===== src/rtl/sd_pkg.sv =====
// Shared types and default constants for the SD card clock generator.
package sd_pkg;

    localparam int SD_DIV_W       = 8;
    localparam int SD_DIV_INIT    = 33;
    localparam int SD_LOCK_CYCLES = 4;

    typedef enum logic [1:0] {
        ST_RUN    = 2'd0,
        ST_PEND   = 2'd1,
        ST_SETTLE = 2'd2,
        ST_STOP   = 2'd3
    } sd_state_e;

    // A new divisor can only be taken while running steadily or parked.
    function automatic logic sd_is_ready(input sd_state_e st);
        return (st == ST_RUN) || (st == ST_STOP);
    endfunction

endpackage


===== src/rtl/sd_clk_gen.sv =====
// Glitch-free programmable SD clock divider with safe divisor change and park.
// Optional macro SD_CLK_GEN_LOCK_EN enables the post-change settle counter.
module sd_clk_gen
    import sd_pkg::*;
#(
    parameter int DIV_W       = SD_DIV_W,
    parameter int DIV_INIT    = SD_DIV_INIT,
    parameter int LOCK_CYCLES = SD_LOCK_CYCLES
) (
    input  logic             clkin,
    input  logic             reset,
    input  logic             clk_en_i,
    input  logic [DIV_W-1:0] div_i,
    input  logic             div_valid_i,
    output logic             div_ready_o,
    output logic             sd_clk_o,
    output logic             rise_o,
    output logic             fall_o,
    output logic             locked_o
);

    sd_state_e        state_q, state_d;
    logic [DIV_W-1:0] cnt_q, cnt_d;
    logic [DIV_W-1:0] div_q, div_d;
    logic [DIV_W-1:0] pend_q, pend_d;
    logic             sd_clk_q, sd_clk_d;
    logic             rise_q, rise_d;
    logic             fall_q, fall_d;
    logic             locked_q, locked_d;
    logic             ready_q, ready_d;
    logic             accept_s;
    logic             tick_s;
    logic             rise_pt_s;

`ifdef SD_CLK_GEN_LOCK_EN
    localparam int SCNT_W = (LOCK_CYCLES > 1) ? $clog2(LOCK_CYCLES) : 1;
    localparam logic [SCNT_W-1:0] SCNT_LAST = SCNT_W'(LOCK_CYCLES - 1);
    logic [SCNT_W-1:0] scnt_q, scnt_d;
`endif

    assign accept_s  = div_valid_i && ready_q;
    assign tick_s    = (cnt_q == div_q);
    assign rise_pt_s = tick_s && !sd_clk_q;

    // Next-state, divider and strobe logic.
    always_comb begin
        state_d  = state_q;
        cnt_d    = cnt_q;
        div_d    = div_q;
        pend_d   = pend_q;
        sd_clk_d = sd_clk_q;
        rise_d   = 1'b0;
        fall_d   = 1'b0;
        locked_d = locked_q;
`ifdef SD_CLK_GEN_LOCK_EN
        scnt_d   = scnt_q;
`endif
        case (state_q)
            ST_RUN, ST_PEND, ST_SETTLE: begin
                if (tick_s) begin
                    cnt_d    = {DIV_W{1'b0}};
                    sd_clk_d = ~sd_clk_q;
                    rise_d   = ~sd_clk_q;
                    fall_d   = sd_clk_q;
                end else begin
                    cnt_d    = cnt_q + DIV_W'(1);
                end
                // Parking replaces the rising toggle; a pending divisor still lands.
                if (rise_pt_s && !clk_en_i) begin
                    sd_clk_d = 1'b0;
                    rise_d   = 1'b0;
                    locked_d = 1'b0;
                    state_d  = ST_STOP;
                    if (state_q == ST_PEND) begin
                        div_d = pend_q;
                        cnt_d = pend_q;
                    end else if (accept_s) begin
                        div_d = div_i;
                        cnt_d = div_i;
                    end else begin
                        cnt_d = div_q;
                    end
                end else begin
                    case (state_q)
                        ST_RUN: begin
                            if (accept_s) begin
                                pend_d   = div_i;
                                locked_d = 1'b0;
                                state_d  = ST_PEND;
                            end else begin
                                state_d  = ST_RUN;
                            end
                        end
                        ST_PEND: begin
                            if (rise_pt_s) begin
                                div_d    = pend_q;
`ifdef SD_CLK_GEN_LOCK_EN
                                scnt_d   = {SCNT_W{1'b0}};
                                locked_d = 1'b0;
                                state_d  = ST_SETTLE;
`else
                                locked_d = 1'b1;
                                state_d  = ST_RUN;
`endif
                            end else begin
                                state_d  = ST_PEND;
                            end
                        end
                        ST_SETTLE: begin
`ifdef SD_CLK_GEN_LOCK_EN
                            if (rise_q) begin
                                if (scnt_q == SCNT_LAST) begin
                                    locked_d = 1'b1;
                                    state_d  = ST_RUN;
                                end else begin
                                    scnt_d   = scnt_q + SCNT_W'(1);
                                end
                            end else begin
                                state_d  = ST_SETTLE;
                            end
`else
                            locked_d = 1'b1;
                            state_d  = ST_RUN;
`endif
                        end
                        default: begin
                            state_d = state_q;
                        end
                    endcase
                end
            end
            ST_STOP: begin
                sd_clk_d = 1'b0;
                if (accept_s) begin
                    div_d = div_i;
                    cnt_d = div_i;
                end else begin
                    div_d = div_q;
                end
                if (clk_en_i) begin
                    cnt_d    = {DIV_W{1'b0}};
`ifdef SD_CLK_GEN_LOCK_EN
                    scnt_d   = {SCNT_W{1'b0}};
                    locked_d = 1'b0;
                    state_d  = ST_SETTLE;
`else
                    locked_d = 1'b1;
                    state_d  = ST_RUN;
`endif
                end else begin
                    state_d  = ST_STOP;
                end
            end
            default: begin
                sd_clk_d = 1'b0;
                locked_d = 1'b0;
                cnt_d    = div_q;
                state_d  = ST_STOP;
            end
        endcase
        ready_d = sd_is_ready(state_d);
    end

    // State and output registers with synchronous reset.
    always_ff @(posedge clkin) begin
        if (reset) begin
            state_q  <= clk_en_i ? ST_SETTLE : ST_STOP;
            cnt_q    <= {DIV_W{1'b0}};
            div_q    <= DIV_W'(DIV_INIT);
            pend_q   <= {DIV_W{1'b0}};
            sd_clk_q <= 1'b0;
            rise_q   <= 1'b0;
            fall_q   <= 1'b0;
            locked_q <= 1'b0;
            ready_q  <= 1'b0;
`ifdef SD_CLK_GEN_LOCK_EN
            scnt_q   <= {SCNT_W{1'b0}};
`endif
        end else begin
            state_q  <= state_d;
            cnt_q    <= cnt_d;
            div_q    <= div_d;
            pend_q   <= pend_d;
            sd_clk_q <= sd_clk_d;
            rise_q   <= rise_d;
            fall_q   <= fall_d;
            locked_q <= locked_d;
            ready_q  <= ready_d;
`ifdef SD_CLK_GEN_LOCK_EN
            scnt_q   <= scnt_d;
`endif
        end
    end

    assign div_ready_o = ready_q;
    assign sd_clk_o    = sd_clk_q;
    assign rise_o      = rise_q;
    assign fall_o      = fall_q;
    assign locked_o    = locked_q;

endmodule


===== config.mk =====
export PLATFORM = sky130hd
export DESIGN_NAME = sd_clk_gen
export DESIGN_NICKNAME = d
export VERILOG_FILES = /design/src/rtl/sd_pkg.sv /design/src/rtl/sd_clk_gen.sv
export SDC_FILE = /design/constraint.sdc
export NUM_CORES = 1
export LEC_CHECK = 0
export CAP_MARGIN = 15
export CORE_UTILIZATION = 23
export CTS_BUF_LIST = sky130_fd_sc_hd__clkbuf_4 sky130_fd_sc_hd__clkbuf_8
export CTS_CLUSTER_SIZE = 30
export DETAILED_ROUTE_END_ITERATION = 10
export DONT_BUFFER_PORTS = 1
export HOLD_SLACK_MARGIN = 0.08
export PLACE_DENSITY = 0.38
export SETUP_SLACK_MARGIN = 0.02
export SKIP_LAST_GASP = 1
export SYNTH_ARGS = -nofsm -noshare
export SYNTH_HDL_FRONTEND = slang
export SYNTH_SLANG_ARGS = --single-unit

===== constraint.sdc =====
create_clock -name clkin -period 2.16 [get_ports clkin]
set_clock_uncertainty 0.05 [all_clocks]
set_input_delay 0.648 -clock clkin [delete_from_list [all_inputs] [get_ports clkin]]
set_output_delay 0.648 -clock clkin [all_outputs]
set_load 0.03 [all_outputs]

==> out/results.ini <==
[global_route]
grt_pass1_vias = 1886
antenna_found_initial = 0
grt_start_max_net_pins = 32
grt_overflow_total = 0
track_usage = 0.156
grt_pass1_wl_um = 10400

[outcome]
status = finished, final reports clean

[synth]
synth-main-ff-cell = dfxtp_1
synth_cell_types = 46
seq_area_frac_synth = 0.311
async_reset_ff_frac = 0
netlist_area_um2 = 2000
avgSynthCellArea_um2 = 7.98
synth_edf_count = 0
syn_nets = 269
synth_cells = 250
yosys_warnings = 0
ys_seq_elements = 31

[drt]
vias = 1896
wirelength_um = 6460
drcViolationCount = 0
avgViaCountPerCell = 5.15
final_antenna_net_count = 0
wl_per_cell_um = 17.6
dr.pass1.iters = 4
drtIter0Drc = 112

[setup_path]
cp-end-kind = flip-flop
r2r_cells = 6
worstSetupPathType = reg2reg
arrival_ns = 2.13
critPathTopFamily = compound AO/OA/AOI/OAI gates
reg2reg_from = div_q[3]
cp.depth = 6
critPathRequiredTime_ns = 2.29
crit_buf_inv = 1
r2r_slack_ns = 0.16
cp-endpoint = div_q[3]
reg2reg_to = div_q[3]
cp-start-kind = flip-flop
critical_path.max_stage_delay_ns = 0.36
cp_max_fo = 8
cpMaxStageDelayCell = a221o_1
crit_start = div_q[3]
path_cells = xor2_1 > nor4_4 > buf_4 > nand3_4 > o21a_1 > a221o_1

[power]
powerDensity_nw_per_um2 = 797
peakVddDrop_uv = 275
power_leakage_nw = 0.890

[clock_network]
cts_root_buf = clkbuf_8
clock-sinks = 31
clock_latency_ns = 0.29
cts_buffers = 5
cts_tree = built
htreeDepth = 2
path_clk_slew_ns = 0.07
ctsLongestPathBuffers = 2

[timing]
min_period_over_period = 0.928
fmax_mhz = 499
hold_slack_ns = 0.371
hold_viol = 0
relSlewSlack = 0.697
setup_viol = 0
rsz0062_at_grt = no
slew_viol_final = 0
period_needed_ns = 2.00
worst_pin_slew_ns = 0.448
tns_ns = 0

[placement]
dp_cells = 360
dpl_cell_area_um2 = 2220
routabilityCongestion = 0.757
port_buffers = 0
dp_hpwl_um = 4570

[layout]
fin_area_um2 = 2320
fin_cells = 368
antennaDiodeCount = 0
area_delta_synth_final_pct = 16.4
drive_above_1_share = 0.141
layout.nets = 281

[min_path]
holdCritPathClass = in2reg

[floorplanning]
num_rows = 33
initial_core_util = 0.240
core-area_um2 = 8300
ios = 17
die_h_um = 95.2
die_area_um2 = 9050
die_w_um = 95.2

[run]
cap_viol_max_count = 0

==> layout make-up <==
class	count	area, um^2
Clock buffer	8	104
Sequential cell	31	622
Inverter	7	26.3
Multi-Input combinational cell	198	1300
Timing Repair Buffer	19	143
Tap cell	105	131
Fill cell	894	5980
==> per-layer routing <==
metal	track usage	part of all wire	wire length (um)
met1	0.211	0.49	3150
met2	0.249	0.46	2980
met3	0.0223	0.034	222
met4	0.0606	0.017	111
met5	0	0	0
==> state kept, by name (all words and copies together) (netlist names) <==
signal,cells
locked_o,1
pend_q,8
fall_o,1
div_q,8
state_q,2
rise_o,1
div_ready_o,1
sd_clk_o,1
cnt_q,8
==> cells in the final DEF, fill, tap and decap left out, types with 2 or more instances in the layout <==
master	synthesis	layout
dfxtp_1	31	30
nor2_1	28	28
a21oi_1	21	21
o21ai_0	21	21
buf_4	0	19
nand2_1	17	17
nand2b_1	11	11
xor2_1	10	10
and3_1	10	10
mux2i_1	8	8
inv_1	7	7
ha_1	7	7
clkbuf_8	0	7
nand3_1	6	6
a311oi_1	6	6
a221o_1	6	6
and2_1	5	5
xnor2_1	4	4
o21bai_1	3	3
a211oi_1	3	3
nor3_1	2	2
nor4_1	2	2
a31oi_1	2	2
a22oi_1	2	2
nor2b_1	2	2
a41oi_1	2	2
==> per-stage QoR <==
step / utilization / power (mW) / setup WS, ns
after floorplan: - / 1.12 / 0.218
after global placement: 0.267 / 1.33 / 0.143
after detailed placement: 0.267 / 1.32 / 0.153
after CTS: 0.280 / 1.87 / 0.138
after global routing: 0.280 / 1.98 / 0.0246
final: 0.280 / 1.85 / 0.156
==> synth_stat cells (3+ instances only) <==
| library cell | instances | area share |
|---|---|---|
| ha_1 | 7 | 0.044 |
| and2_1 | 5 | 0.016 |
| nand2b_1 | 11 | 0.034 |
| inv_1 | 7 | 0.013 |
| a211oi_1 | 3 | 0.011 |
| mux2i_1 | 8 | 0.040 |
| o21bai_1 | 3 | 0.011 |
| xor2_1 | 10 | 0.044 |
| a221o_1 | 6 | 0.030 |
| o21ai_0 | 21 | 0.053 |
| clkbuf_1 | 13 | 0.024 |
| nand2_1 | 17 | 0.032 |
| a21oi_1 | 21 | 0.053 |
| nor2_1 | 28 | 0.053 |
| xnor2_1 | 4 | 0.018 |
| a311oi_1 | 6 | 0.026 |
| and3_1 | 10 | 0.031 |
| nand3_1 | 6 | 0.015 |
| dfxtp_1 | 31 | 0.31 |
==> worst min path at each step <==
stage / startpoint / to / slack [ns] / depth (start not counted)
after floorplan: div_q[7] / div_q[7] / 0.40 / 2
after global placement: pend_q[1] / pend_q[1] / 0.43 / 2
after detailed placement: div_q[7] / div_q[7] / 0.43 / 2
after CTS: reset / sd_clk_o / 0.36 / 1
after global routing: reset / pend_q[2] / 0.36 / 1
final: reset / cnt_q[0] / 0.37 / 1
==> where the power goes <==
group          switching [mW]  leakage (nW)  internal (mW)
Clock                   0.232        0.0549          0.304
Sequential             0.0669         0.254          0.631
Combinational           0.366         0.581          0.254
Total                   0.664         0.890           1.19
==> cells by family (layout without fill, tap and decap cells) <==
family / after synthesis / in the layout / share of synthesized area
AO/OA/AOI/OAI: 74 / 74 / 0.245
flip-flops: 31 / 31 / 0.311
adder cells (fa/ha/maj): 7 / 7 / 0.0439
XOR/XNOR: 14 / 14 / 0.0614
multiplexers: 9 / 9 / 0.0458
buffers and inverters: 21 / 34 / 0.0395
AND/OR/NAND/NOR: 94 / 94 / 0.254
==> what timing repair did <==
action | in CTS | in global routing
setup endpoints to repair | 0 | 3
hold buffers | 0 | 0
gates resized for setup | 0 | 2
setup buffers | 0 | 0
Power figures use the tool's default switching activity.
